File: src/rtl/codec_cfg_pkg.sv
// Codec configuration package: FSM states, WM8731 register map,
// init register table and command word helpers.
package codec_cfg_pkg;

  typedef enum logic [2:0] {
    S_POR_WAIT,
    S_ISSUE,
    S_WAIT_RSP,
    S_GAP,
    S_DONE,
    S_VOL_ISSUE,
    S_VOL_WAIT,
    S_ERROR
  } state_t;

  localparam int N_REGS = 11;

  localparam logic [6:0] R_LLINEIN = 7'd0;
  localparam logic [6:0] R_RLINEIN = 7'd1;
  localparam logic [6:0] R_LHPOUT  = 7'd2;
  localparam logic [6:0] R_RHPOUT  = 7'd3;
  localparam logic [6:0] R_ANALOG  = 7'd4;
  localparam logic [6:0] R_DIGITAL = 7'd5;
  localparam logic [6:0] R_POWER   = 7'd6;
  localparam logic [6:0] R_IFACE   = 7'd7;
  localparam logic [6:0] R_SAMPLE  = 7'd8;
  localparam logic [6:0] R_ACTIVE  = 7'd9;
  localparam logic [6:0] R_RESET   = 7'd15;

  function automatic logic [15:0] pack_word(
    input logic [6:0] reg_addr,
    input logic [8:0] value
  );
    return {reg_addr, value};
  endfunction

  // LRHPBOTH=1 writes both channels, LZCEN=0
  function automatic logic [15:0] vol_word(
    input logic [6:0] vol
  );
    return pack_word(R_LHPOUT, {1'b1, 1'b0, vol});
  endfunction

  localparam logic [15:0] REG_TABLE [N_REGS] = '{
    pack_word(R_RESET,   9'h000),
    pack_word(R_POWER,   9'h007),
    pack_word(R_LLINEIN, 9'h017),
    pack_word(R_RLINEIN, 9'h017),
    pack_word(R_LHPOUT,  9'h179),
    pack_word(R_RHPOUT,  9'h079),
    pack_word(R_ANALOG,  9'h012),
    pack_word(R_DIGITAL, 9'h000),
    pack_word(R_IFACE,   9'h002),
    pack_word(R_SAMPLE,  9'h001),
    pack_word(R_ACTIVE,  9'h001)
  };

endpackage

File: src/rtl/codec_config_sequencer_delay_counter.sv
// Up-counter from zero that saturates at a target; expired
// flags that the target has been reached.
module delay_counter #(
  parameter int W = 16
) (
  input  logic         clk,
  input  logic         reset_n,
  input  logic         clear,
  input  logic [W-1:0] target,
  output logic         expired
);

  logic [W-1:0] cnt;

  assign expired = (cnt == target);

  // count up while not expired, clear restarts from zero
  always_ff @(posedge clk) begin
    if (!reset_n || clear) cnt <= '0;
    else if (!expired)     cnt <= cnt + W'(1);
  end

endmodule

File: src/rtl/codec_config_sequencer.sv
// WM8731 bring-up sequencer: POR delay, register table writes
// with NACK retry, then runtime headphone volume writes.
module codec_config_sequencer
  import codec_cfg_pkg::*;
#(
  parameter int         POR_DELAY_CYCLES = 50000,
  parameter int         GAP_CYCLES       = 500,
  parameter int         MAX_RETRY        = 3,
  parameter logic [7:0] DEV_ADDR         = 8'h34
) (
  input  logic        clk,
  input  logic        reset_n,
  input  logic        restart,
  input  logic        vol_update,
  input  logic [6:0]  vol,
  output logic        cmd_valid,
  input  logic        cmd_ready,
  output logic [7:0]  cmd_dev,
  output logic [15:0] cmd_data,
  input  logic        rsp_valid,
  input  logic        rsp_nack,
  output logic        init_done,
  output logic        init_error,
  output logic        busy
);

  localparam int MAXD = (POR_DELAY_CYCLES > GAP_CYCLES) ?
                        POR_DELAY_CYCLES : GAP_CYCLES;
  localparam int CW = $clog2(MAXD + 1);
  localparam int RW = (MAX_RETRY > 0) ? $clog2(MAX_RETRY + 1) : 1;

  localparam logic [CW-1:0] POR_T   = CW'(POR_DELAY_CYCLES);
  localparam logic [CW-1:0] GAP_T   = CW'(GAP_CYCLES);
  localparam logic [RW-1:0] MAX_R   = RW'(MAX_RETRY);
  localparam logic [3:0]    END_IDX = 4'(N_REGS);

  state_t        state;
  logic [3:0]    index;
  logic [RW-1:0] retry;
  logic          vol_pending;
  logic          vol_mode;
  logic [6:0]    vol_latched;
  logic          ctr_clear;
  logic          ctr_expired;
  logic [CW-1:0] ctr_target;

  assign cmd_dev    = DEV_ADDR;
  assign ctr_clear  = restart ||
                      !((state == S_POR_WAIT) || (state == S_GAP));
  assign ctr_target = (state == S_POR_WAIT) ? POR_T : GAP_T;

  delay_counter #(.W(CW)) u_delay (
    .clk     (clk),
    .reset_n (reset_n),
    .clear   (ctr_clear),
    .target  (ctr_target),
    .expired (ctr_expired)
  );

  // sequencer FSM with registered handshake and status outputs
  always_ff @(posedge clk) begin
    if (!reset_n) begin
      state       <= S_POR_WAIT;
      index       <= '0;
      retry       <= '0;
      vol_pending <= 1'b0;
      vol_mode    <= 1'b0;
      vol_latched <= '0;
      cmd_valid   <= 1'b0;
      cmd_data    <= '0;
      init_done   <= 1'b0;
      init_error  <= 1'b0;
      busy        <= 1'b1;
    end else begin
      if (restart) begin
        state      <= S_POR_WAIT;
        index      <= '0;
        retry      <= '0;
        vol_mode   <= 1'b0;
        cmd_valid  <= 1'b0;
        init_done  <= 1'b0;
        init_error <= 1'b0;
        busy       <= 1'b1;
      end else begin
        unique case (state)
          S_POR_WAIT: begin
            if (ctr_expired) begin
              state     <= S_ISSUE;
              cmd_valid <= 1'b1;
              cmd_data  <= REG_TABLE[index];
            end
          end
          S_ISSUE, S_VOL_ISSUE: begin
            if (cmd_ready) begin
              cmd_valid <= 1'b0;
              state     <= (state == S_ISSUE) ? S_WAIT_RSP : S_VOL_WAIT;
            end
          end
          S_WAIT_RSP, S_VOL_WAIT: begin
            if (rsp_valid) begin
              if (!rsp_nack) begin
                retry <= '0;
                state <= S_GAP;
                if (state == S_WAIT_RSP) index <= index + 4'd1;
              end else if (retry < MAX_R) begin
                retry <= retry + RW'(1);
                state <= S_GAP;
              end else begin
                state      <= S_ERROR;
                vol_mode   <= 1'b0;
                init_done  <= 1'b0;
                init_error <= 1'b1;
                busy       <= 1'b0;
              end
            end
          end
          S_GAP: begin
            if (ctr_expired) begin
              if (vol_mode) begin
                if (retry != '0) begin
                  state     <= S_VOL_ISSUE;
                  cmd_valid <= 1'b1;
                end else begin
                  state    <= S_DONE;
                  vol_mode <= 1'b0;
                  busy     <= 1'b0;
                end
              end else if (index == END_IDX) begin
                state     <= S_DONE;
                init_done <= 1'b1;
                busy      <= 1'b0;
              end else begin
                state     <= S_ISSUE;
                cmd_valid <= 1'b1;
                cmd_data  <= REG_TABLE[index];
              end
            end
          end
          S_DONE: begin
            if (vol_pending) begin
              vol_pending <= 1'b0;
              vol_mode    <= 1'b1;
              cmd_data    <= vol_word(vol_latched);
              cmd_valid   <= 1'b1;
              busy        <= 1'b1;
              state       <= S_VOL_ISSUE;
            end
          end
          S_ERROR: begin
            state <= S_ERROR;
          end
          default: state <= S_POR_WAIT;
        endcase
      end
      if (vol_update) begin
        vol_pending <= 1'b1;
        vol_latched <= vol;
      end
    end
  end

endmodule

File: config.mk
export PLATFORM = sky130hd
export DESIGN_NAME = codec_config_sequencer
export DESIGN_NICKNAME = d
export VERILOG_FILES = /design/src/rtl/codec_cfg_pkg.sv /design/src/rtl/codec_config_sequencer_delay_counter.sv /design/src/rtl/codec_config_sequencer.sv
export SDC_FILE = /design/constraint.sdc
export NUM_CORES = 1
export LEC_CHECK = 0
export ABC_CLOCK_PERIOD_IN_PS = 3470
export BUFFER_PORTS_ARGS = -buffer_cell sky130_fd_sc_hd__buf_4
export CAP_MARGIN = 30
export CORE_MARGIN = 8
export CORE_UTILIZATION = 40
export DETAILED_ROUTE_END_ITERATION = 8
export PLACE_DENSITY_LB_ADDON = 0.25
export SKIP_CTS_REPAIR_TIMING = 1
export SYNTH_ARGS = -nofsm -noshare
export SYNTH_HDL_FRONTEND = slang
export SYNTH_HIERARCHICAL = 1
export SYNTH_SLANG_ARGS = --single-unit
File: constraint.sdc
create_clock -name clk -period 3.47 [get_ports clk]
set_clock_uncertainty 0.2 [all_clocks]
set_input_delay 0.347 -clock clk [delete_from_list [all_inputs] [get_ports clk]]
set_output_delay 0.347 -clock clk [all_outputs]
set_load 0.05 [all_outputs]
======== Word level (Yosys, flattened, before mapping) ========
Memories as Yosys holds them, arrays and structs flattened.
Cells that the tools add are included.
cells by class
  add/subtract/negate cells ............... 3
  reduce and logical (&&, ||, !) cells .... 25
  mux-type cells .......................... 50
  bitwise gates (word level) .............. 5
  $lt $le $gt $ge ......................... 2
  equality and inequality tests ........... 25
operators with widths
  kind                                                                   number
  16-bit two-way mux                                                     8
  16-bit one-hot mux with 3 select lines                                 1
  3-bit two-way mux                                                      10
  1-bit two-way mux                                                      24
  7-bit AND reduction                                                    3
  2-bit != test, second input constant                                   9
  3-bit one-hot mux with 6 select lines                                  1
  16-bit by 1-bit adder with 16-bit output, second input constant        1
  16-bit equality test                                                   1
  3-bit equality test, second input constant                             4
  4-bit AND reduction                                                    2
  8-bit AND reduction                                                    1
  3-bit by 2-bit equality test with 1-bit output, second input constant  2
  2-bit by 1-bit != test with 1-bit output, second input constant        3
  3-bit by 2-bit != test with 1-bit output, second input constant        2
  3-bit != test, second input constant                                   2
  1-bit one-hot mux with 3 select lines                                  2
  6-bit AND reduction                                                    1
  2-bit nonzero test                                                     3
  3-bit nonzero test                                                     2
  2-bit OR reduction                                                     3
  5-bit >= comparator, second input constant                             1
  4-bit NOT with 5-bit output                                            1
  5-bit AND reduction                                                    1
  other kinds (15)                                                       22
storage, ports and cells
  memories kept ........................... 1
  register bits after elaboration ......... 54
  bits of input ports ..................... 14
  bits in read-only memories .............. 256
  logic and storage cells ................. 123
memories
  name              words  bits a word  rd ports  clocked after memory_dff  wr ports  RTL line                       source
  (name not given)  16     16           1         0                         0         codec_config_sequencer.sv:135  cmd_data <= REG_TABLE[index];

======== Logic depth before layout (Yosys ltp) ========
Gate-level depths: netlist of the first run.
  depth after elaboration ................. 8
  gate-level depth with buffers ........... 15
  gate-level depth less buffers ........... 10

======== By module ========
Netlist of the first run, hierarchy kept.
by module, submodules not included
  module                  times used  area each (µm²)  sequential area each (µm²)  cells each
  codec_config_sequencer  1           1990.7           680.7                       237
  delay_counter           1           960.9            320.3                       111

======== Least setup slack after synthesis of the first run ========
No wires, ideal clock.
  path kind ............................... register -> register
  start point ............................. register state[1]
  end point ............................... register cmd_data[2]
  slack ................................... 0.376 ns
  arrival ................................. 2.750 ns
  cell stages (with the launch flop) ...... 15
  clock period less this slack ............ 3.094 ns
  cells stage by stage .................... dfxtp_1 > buf_6 > buf_4 > nor2_1 > nand2_1 > inv_1 > xnor2_1 > nand4_2 > nor4_4 > buf_6 > buf_6 > nor2_1 > a211o_2 > nor2_1 > a311oi_1
between the ends
  cells in the longest elaborated chain, start to end .. 5
  elaborated cells between the ends (all ways) .. 13
ends and longest elaborated chain
  element                                   RTL line                                    source
  from (decl)                               codec_config_sequencer.sv:37                state_t state;
  from (signal assigned)                    codec_config_sequencer.sv:96                state <= (state == S_ISSUE) ? S_WAIT_RSP : S_VOL_WAIT;
  3-bit logical NOT (*)                     codec_config_sequencer.sv:50                assign ctr_target = (state == S_POR_WAIT) ? POR_T : GAP_T;
  16-bit two-way mux (*)                    codec_config_sequencer.sv:50
  via ctr_target[2]                         codec_config_sequencer.sv:45                logic [CW-1:0] ctr_target;
  16-bit equality test (*)                  codec_config_sequencer_delay_counter.sv:15  assign expired = (cnt == target);
  via ctr_expired                           codec_config_sequencer.sv:44                logic ctr_expired;
  2-bit != test (no source line)            --
  7-bit AND reduction (no source line) (*)  --
  to (signal assigned)                      codec_config_sequencer.sv:90                cmd_data <= REG_TABLE[index];
  to (signal assigned)                      codec_config_sequencer.sv:135
  to (signal assigned)                      codec_config_sequencer.sv:143               cmd_data <= vol_word(vol_latched);
  to (decl)                                 codec_config_sequencer.sv:19                output logic [15:0] cmd_data,
Mark *: on every way through the listed nets, which the timed path passes. The rest lies on a longest branch.
A chain may end at the register's enable or synchronous reset.

======== Final worst setup path of the first run ========
  start point ............................. register state[2]
  end point ............................... register cmd_data[6]
Same word-level chain as after synthesis.

==> reports/metrics.cfg, run 1 <==
[run_status]
status=complete, no violations

[placement]
dpl-instance-area_um2=3190
post-place-ws_ns=0.381
dpl.hpwl_um=4920
placement.io_buffers=29
gpl.final_weighted_congestion=0.861

[clocking]
numCtsBuffers=5
tritoncts=yes
clkLatencyLatePin_ns=0.31
clk_transition_reported_paths_ns=0.10
root_buffer=clkbuf_8
clockBufferDepth=2
clock_sinks=50
clock_tree.htree_level_count=2

[timing]
final-max-slew-violation-count=0
setup_tns_ns=0
timing.fmax_mhz=317
post-route-min-period_ns=3.15
setup_viol=0
unrepaired_setup_endpoints_after_global_routing=false
worst_pin_slew_ns=0.760
slew_headroom_pct=48.0
layout_setup_ws_ns=0.318
timing.final.crit_share_pct=90.8
finalHoldViolations=0

[synthesis]
synth.lib_cells_used.distinct=58
top_reg_cell_synth=dfxtp_1
proportion_of_netlist_area_held_by_the_largest_area_contributor_pct=33.9
yosysTopAreaCell=dfxtp_1
ys_top_cells_by_count=50 x dfxtp_1, 32 x a21oi_1, 23 x nor2_1
post_synth_inst_count=348
synth_seq_cells=50
post-synth-top-count-cell=dfxtp_1
synth.yosys.seq_area_share_pct=33.9
synth-edff-count=0
postSynth.asyncResetShare_pct=0
yosysWarnings=6
avgSynthCellArea_um2=8.48
synth_area_um2=2950
ys_top_cells_by_area=dfxtp_1 34%, xnor2_1 5.6%, a21oi_1 5.4%

[min_path]
hold_class=in2reg
worstHoldStart=vol[3]

[final_layout]
drive_above_1_share_pct=14.8
nets=402
multi_input_area_um2=1760
layout_overhead_on_the_synthesized_area_pct=12.1
nFillCells=756
insertedDiodeCount=0
postLayoutCoreUtil_pct=45.9
finalInstanceArea_um2=3310
seqCellArea_um2=1000

[detailed_routing]
post-route-drc-count=0
initialDrtViolationCount=121
ant_nets=0
post_drt_via_cell_ratio=5.28
post_drt_wl_per_cell_um=13.9
firstDrtPassIters=4
drt_wl_total_um=6640
via_count=2522

[worst_setup_path]
worst_reg2reg_setup_slack_ns=0.32
rr_endpoint=cmd_data[6]$_SDFFE_PN0P_
worst-endpoint-arrival_ns=3.12
worstReg2RegStart=state[2]$_SDFFE_PP0P_
critPathLaunchType=flop
critical_path.max_fanout=14
crit_start=state[2]$_SDFFE_PP0P_
worst_r2r_path_depth=10
timing_worst_setup_path_type=reg2reg
worst-endpoint-required_ns=3.44
end_kind=flop
crit_path_end=cmd_data[6]$_SDFFE_PN0P_

[pwr]
sw_frac_of_total_pct=24.5
sequentialPowerShare_pct=54.0
cellLeakagePower_nw=1.17
internal_power_w=0.000819
clkPwrFrac_pct=38.5
netSwitchingPower_w=0.000265
fin_total_pwr_w=0.00108
power.density_cell_area_nw_per_um2=328
share_comb_of_total_power_pct=7.5
vdd.ir_drop.worst_mv=0.200

[floorplan]
row_count=31
die-area_um2=10400
io_pins=42
fp.coreArea_um2=7210
die_x_um=102
die_h_um=102
initial_utilization_pct=40.9

[grt]
grt_pass1_wl_um=11400
vias_in_the_first_global_route=2396
all_layer_global_routing_usage_pct=13.3
largest_net_degree_at_the_start_of_global_routing=31
grt_antenna_before_repair=0
globalRoute.totalOverflow=0

[flow_run]
max_cap_violations=0

==> metal layers <==
metal	GRT usage, %	wire [um]	vias up
met5	0	0	-
met4	3.27	78	0
met3	3.47	283	7
met2	22.4	3180	36
met1	16.4	3100	1198
li1	-	-	1281
==> logic make-up (layout without fill, tap and decap cells) <==
kind of cell,after synthesis,in the layout,share of synthesized area (%)
AND/OR/NAND/NOR,117,117,22.9
XOR/XNOR,21,21,6.87
AO/OA/AOI/OAI,92,92,19.5
multiplexers,10,10,3.39
flip-flops,50,50,33.9
other,2,22,0.254
buffers and inverters,46,57,8.94
adder cells (fa/ha/maj),10,10,4.24
==> sequential cells by signal, summed over array words and instances, names as in the netlist <==
register	cells
index	4
init_error	1
state	3
busy	1
retry	2
vol_latched	7
vol_pending	1
init_done	1
vol_mode	1
cmd_valid	1
u_delay/cnt	16
cmd_data	12
==> placed cells by master, fill, tap and decap left out, types with 2 or more instances in the layout <==
cell | synthesis | routed
a211o_1 | 2 | 2
a211oi_1 | 4 | 4
a21oi_1 | 32 | 32
a311oi_1 | 5 | 5
a31oi_1 | 5 | 5
buf_4 | 13 | 33
clkbuf_8 | 0 | 5
clkinvlp_4 | 0 | 2
conb_1 | 2 | 22
dfxtp_1 | 50 | 50
ha_1 | 10 | 10
inv_1 | 15 | 15
mux2i_1 | 10 | 10
nand2_1 | 20 | 20
nand2b_1 | 8 | 8
nand3_1 | 8 | 8
nand3b_1 | 2 | 2
nand4_1 | 10 | 10
nand4_2 | 2 | 2
nor2_1 | 23 | 23
nor2b_1 | 7 | 7
nor3_1 | 5 | 5
nor3b_1 | 3 | 3
nor4_1 | 2 | 2
nor4b_1 | 2 | 2
o211ai_1 | 4 | 4
o21a_1 | 2 | 2
o21ai_0 | 18 | 18
o21ai_1 | 2 | 2
o22ai_1 | 3 | 3
o31ai_1 | 6 | 6
or3_1 | 6 | 6
or3_2 | 4 | 4
or4_1 | 6 | 6
xnor2_1 | 19 | 19
==> critical path, stage by stage (launching register included) <==
cell and delay [ns]:
dfxtp_1 0.57, inv_1 0.12, nand2_1 0.19, inv_1 0.13
xnor2_1 0.18, nand4_2 0.13, nor4_4 0.39, nor2_1 0.13
a211o_2 0.41, nor2_1 0.39, a311oi_1 0.16
==> stage by stage <==
stage                     cells  hold slack [ns]
after floorplan             368            0.255
after global placement      470            0.236
after detailed placement    470            0.245
after CTS                   478           0.0671
after global routing        478           0.0579
final                       478           0.0660
==> power groups by stage <==
stage | Clock [W] | Sequential (W) | Combinational (W)
6_report | 0.000417 | 0.000585 | 0.0000809
5_1_grt | 0.000453 | 0.000586 | 0.0000877
4_1_cts | 0.000428 | 0.000585 | 0.0000807
3_5_place_dp | 0 | 0.000599 | 0.0000805
3_3_place_gp | 0 | 0.000599 | 0.0000798
2_1_floorplan | 0 | 0.000597 | 0.0000709
==> layout make-up <==
| class | instances | area share [%] |
|---|---|---|
| Multi-Input combinational cell | 272 | 53.3 |
| Sequential cell | 50 | 30.3 |
| Timing Repair Buffer | 33 | 7.49 |
| Tap cell | 99 | 3.74 |
| Clock buffer | 5 | 2.08 |
| Inverter | 16 | 1.82 |
| Clock inverter | 3 | 1.36 |
==> how the worst min path moves through the flow <==
stage / end / slack, ns / depth (start not counted)
after floorplan: cmd_data[2]$_SDFFE_PN0P_ / 0.26 / 2
after CTS: vol_latched[2]$_SDFFE_PN0P_ / 0.07 / 3
after detailed placement: init_error$_SDFFE_PP0P_ / 0.25 / 2
after global placement: init_error$_SDFFE_PP0P_ / 0.24 / 2
final: vol_latched[3]$_SDFFE_PN0P_ / 0.07 / 3
after global routing: vol_latched[6]$_SDFFE_PN0P_ / 0.06 / 3
Power figures use the tool's default switching activity.
==> run 2: changes to the inputs <==
--- a/config.mk
+++ b/config.mk
@@ -8,6 +8,7 @@
 export ABC_CLOCK_PERIOD_IN_PS = 3470
 export BUFFER_PORTS_ARGS = -buffer_cell sky130_fd_sc_hd__buf_4
 export CAP_MARGIN = 30
+export CORE_ASPECT_RATIO = 0.75
 export CORE_MARGIN = 8
 export CORE_UTILIZATION = 40
 export DETAILED_ROUTE_END_ITERATION = 8
@@ -15,5 +16,4 @@
 export SKIP_CTS_REPAIR_TIMING = 1
 export SYNTH_ARGS = -nofsm -noshare
 export SYNTH_HDL_FRONTEND = slang
-export SYNTH_HIERARCHICAL = 1
 export SYNTH_SLANG_ARGS = --single-unit
==> run 2 against run 1 <==
- global-route usage shrank 0.22 points
- total power shrank 0.71%
- hold slack gained 0.00092 ns
- largest power group unchanged
- combinational power decreased by 9.4%
- register-to-register slack better by 0.54 ns
- critical path depth down 3
- sequential cell count is the same
- die area fell by 7.8%
- fmax grew 21%
- synthesized cell count decreased by 12%
- largest cell class unchanged
==> reports/metrics.cfg, run 2 <==
[clocking]
tritoncts=yes
clockBufferDepth=2
root_buffer=clkbuf_8
clkLatencyLatePin_ns=0.31
clock_sinks=50
clk_transition_reported_paths_ns=0.10
clock_tree.htree_level_count=2
numCtsBuffers=5

[final_layout]
largest_register_ffs=16
final_cell_mix=50 x dfxtp_1, 42 x nor2_1, 30 x buf_4
drive_above_1_share_pct=16.1
nets=354
nFillCells=644
commonest_non_fill_non_tap_cell_in_the_layout=dfxtp_1
insertedDiodeCount=0
max_flop_register=u_delay.cnt
layout_overhead_on_the_synthesized_area_pct=12.6
biggestRegsByFlops=u_delay.cnt: 16 flops, cmd_data: 12 flops, vol_latched: 7 flops
postLayoutCoreUtil_pct=47.1

[detailed_routing]
post_drt_wl_per_cell_um=14.4
ant_nets=0
post_drt_via_cell_ratio=5.19
post-route-drc-count=0
initialDrtViolationCount=136
firstDrtPassIters=4
drt_wl_total_um=5930
via_count=2132

[worst_setup_path]
worst_reg2reg_setup_slack_ns=0.86
timing.critical_path.cells=inv_1 -> ha_1 -> or2b_2 -> or4_4 -> a211oi_4 -> nor2_4 -> o311a_1
critPathTopFamily=simple AND/OR/NAND/NOR gates
worst_r2r_path_depth=7
cp_slowest_stage_delay_ns=0.53
worst-endpoint-required_ns=3.47
rr_endpoint=cmd_data[10]$_SDFFE_PN0P_
crit_start=u_delay.cnt[0]$_SDFFE_PP0N_
critical_path.max_fanout=8
worstReg2RegStart=u_delay.cnt[0]$_SDFFE_PP0N_
worst-endpoint-arrival_ns=2.61
crit_path_top_delay_cell=or4_4
end_kind=flop
cp_num_buf_inv=1
critPathLaunchType=flop
timing_worst_setup_path_type=reg2reg

[run_status]
status=complete, no violations

[synthesis]
synth.yosys.seq_area_share_pct=37.5
post-synth-top-count-cell=dfxtp_1
avgSynthCellArea_um2=8.73
post_synth_inst_count=306
yosysTopAreaCell=dfxtp_1
synth_area_um2=2670
synth_seq_cells=50
ys_top_cells_by_area=dfxtp_1 37%, mux2i_1 7.5%, nor2_1 5.9%
top_reg_cell_synth=dfxtp_1
postSynth.asyncResetShare_pct=0
synth-edff-count=0
ys_top_cells_by_count=50 x dfxtp_1, 42 x nor2_1, 22 x nand2_1
synth.lib_cells_used.distinct=54
proportion_of_netlist_area_held_by_the_largest_area_contributor_pct=37.5
yosysWarnings=0

[pwr]
cellLeakagePower_nw=1.20
power.density_cell_area_nw_per_um2=358
fin_total_pwr_w=0.00108
vdd.ir_drop.worst_mv=0.164

[min_path]
hold_class=in2reg
hold_end=vol_latched[0]$_SDFFE_PN0P_
worstHoldStart=vol[0]
hold_depth=3

[placement]
dpl.hpwl_um=4480
placement.io_buffers=29
gpl.final_weighted_congestion=0.854

[floorplan]
io_pins=42
fp.coreArea_um2=6380
die_h_um=86.8
initial_utilization_pct=41.9
die_x_um=110
die-area_um2=9580
row_count=25

[grt]
all_layer_global_routing_usage_pct=13.1
grt_pass1_wl_um=10100
globalRoute.totalOverflow=0
vias_in_the_first_global_route=1988
largest_net_degree_at_the_start_of_global_routing=17
grt_antenna_before_repair=0

[timing]
finalHoldViolations=0
timing.fmax_mhz=383
worst_pin_slew_ns=0.667
setup_viol=0
timing.final.crit_share_pct=75.3
final-max-slew-violation-count=0
unrepaired_setup_endpoints_after_global_routing=false
setup_tns_ns=0
holdWs_ns=0.0670
slew_headroom_pct=54.4
post-route-min-period_ns=2.61

[flow_run]
max_cap_violations=0

-- run 2: worst max path at each step --
stage / cells past startpoint / endpoint
6_report: 7 / cmd_data[10]$_SDFFE_PN0P_
5_1_grt: 6 / state[2]$_SDFFE_PP0P_
4_1_cts: 7 / cmd_data[10]$_SDFFE_PN0P_
3_5_place_dp: 7 / cmd_data[10]$_SDFFE_PN0P_
3_3_place_gp: 6 / busy$_SDFFE_PP1P_
2_1_floorplan: 5 / cmd_data[10]$_SDFFE_PN0P_
-- run 2: tightest hold or removal path: cells and delay by family --
kind                   cells  cell delay (ns)
multiplexers               1             0.05
buffers and inverters      1             0.07
AND/OR/NAND/NOR            1             0.07
-- run 2: per-stage QoR --
step	instance area (um2)	setup slack [ns]	std cells
4_1_cts	3010	0.854	411
3_5_place_dp	2900	0.884	403
6_report	3010	0.859	411
5_1_grt	3010	0.737	411
2_1_floorplan	2710	1.05	316
3_3_place_gp	2900	0.941	403
-- run 2: final cells by class --
type	instances	area, um2	share of cell area [%]
multi-input combinational	228	1520	50.5
tap	81	101	3.37
clock inverter	2	37.5	1.25
clock buffer	6	72.6	2.41
timing repair buffer	30	225	7.49
sequential	50	1000	33.3
inverter	14	52.6	1.75
-- run 2: logic make-up after synthesis --
| logic type | Yosys count | share of synthesized area [%] |
|---|---|---|
| multiplexers | 20 | 7.49 |
| adder cells (fa/ha/maj) | 11 | 5.15 |
| AO/OA/AOI/OAI | 49 | 14.1 |
| buffers and inverters | 38 | 7.12 |
| AND/OR/NAND/NOR | 120 | 23.1 |
| other | 2 | 0.281 |
| XOR/XNOR | 16 | 5.25 |
| flip-flops | 50 | 37.5 |
-- run 2: power breakdown --
group          leakage, nW  total [W]  switching (W)  internal (W)
clock               0.0514   0.000417       0.000201      0.000215
sequential           0.405   0.000586     0.00000570      0.000580
combinational        0.740  0.0000733      0.0000533     0.0000200
total                 1.20    0.00108       0.000260      0.000816
-- run 2: metal layers --
metal	track usage, %	up-vias	wire [um]
met2	18.1	43	2420
met3	4.00	4	303
met4	2.17	0	30
met1	19.2	989	3180
met5	0	-	0
li1	-	1096	-
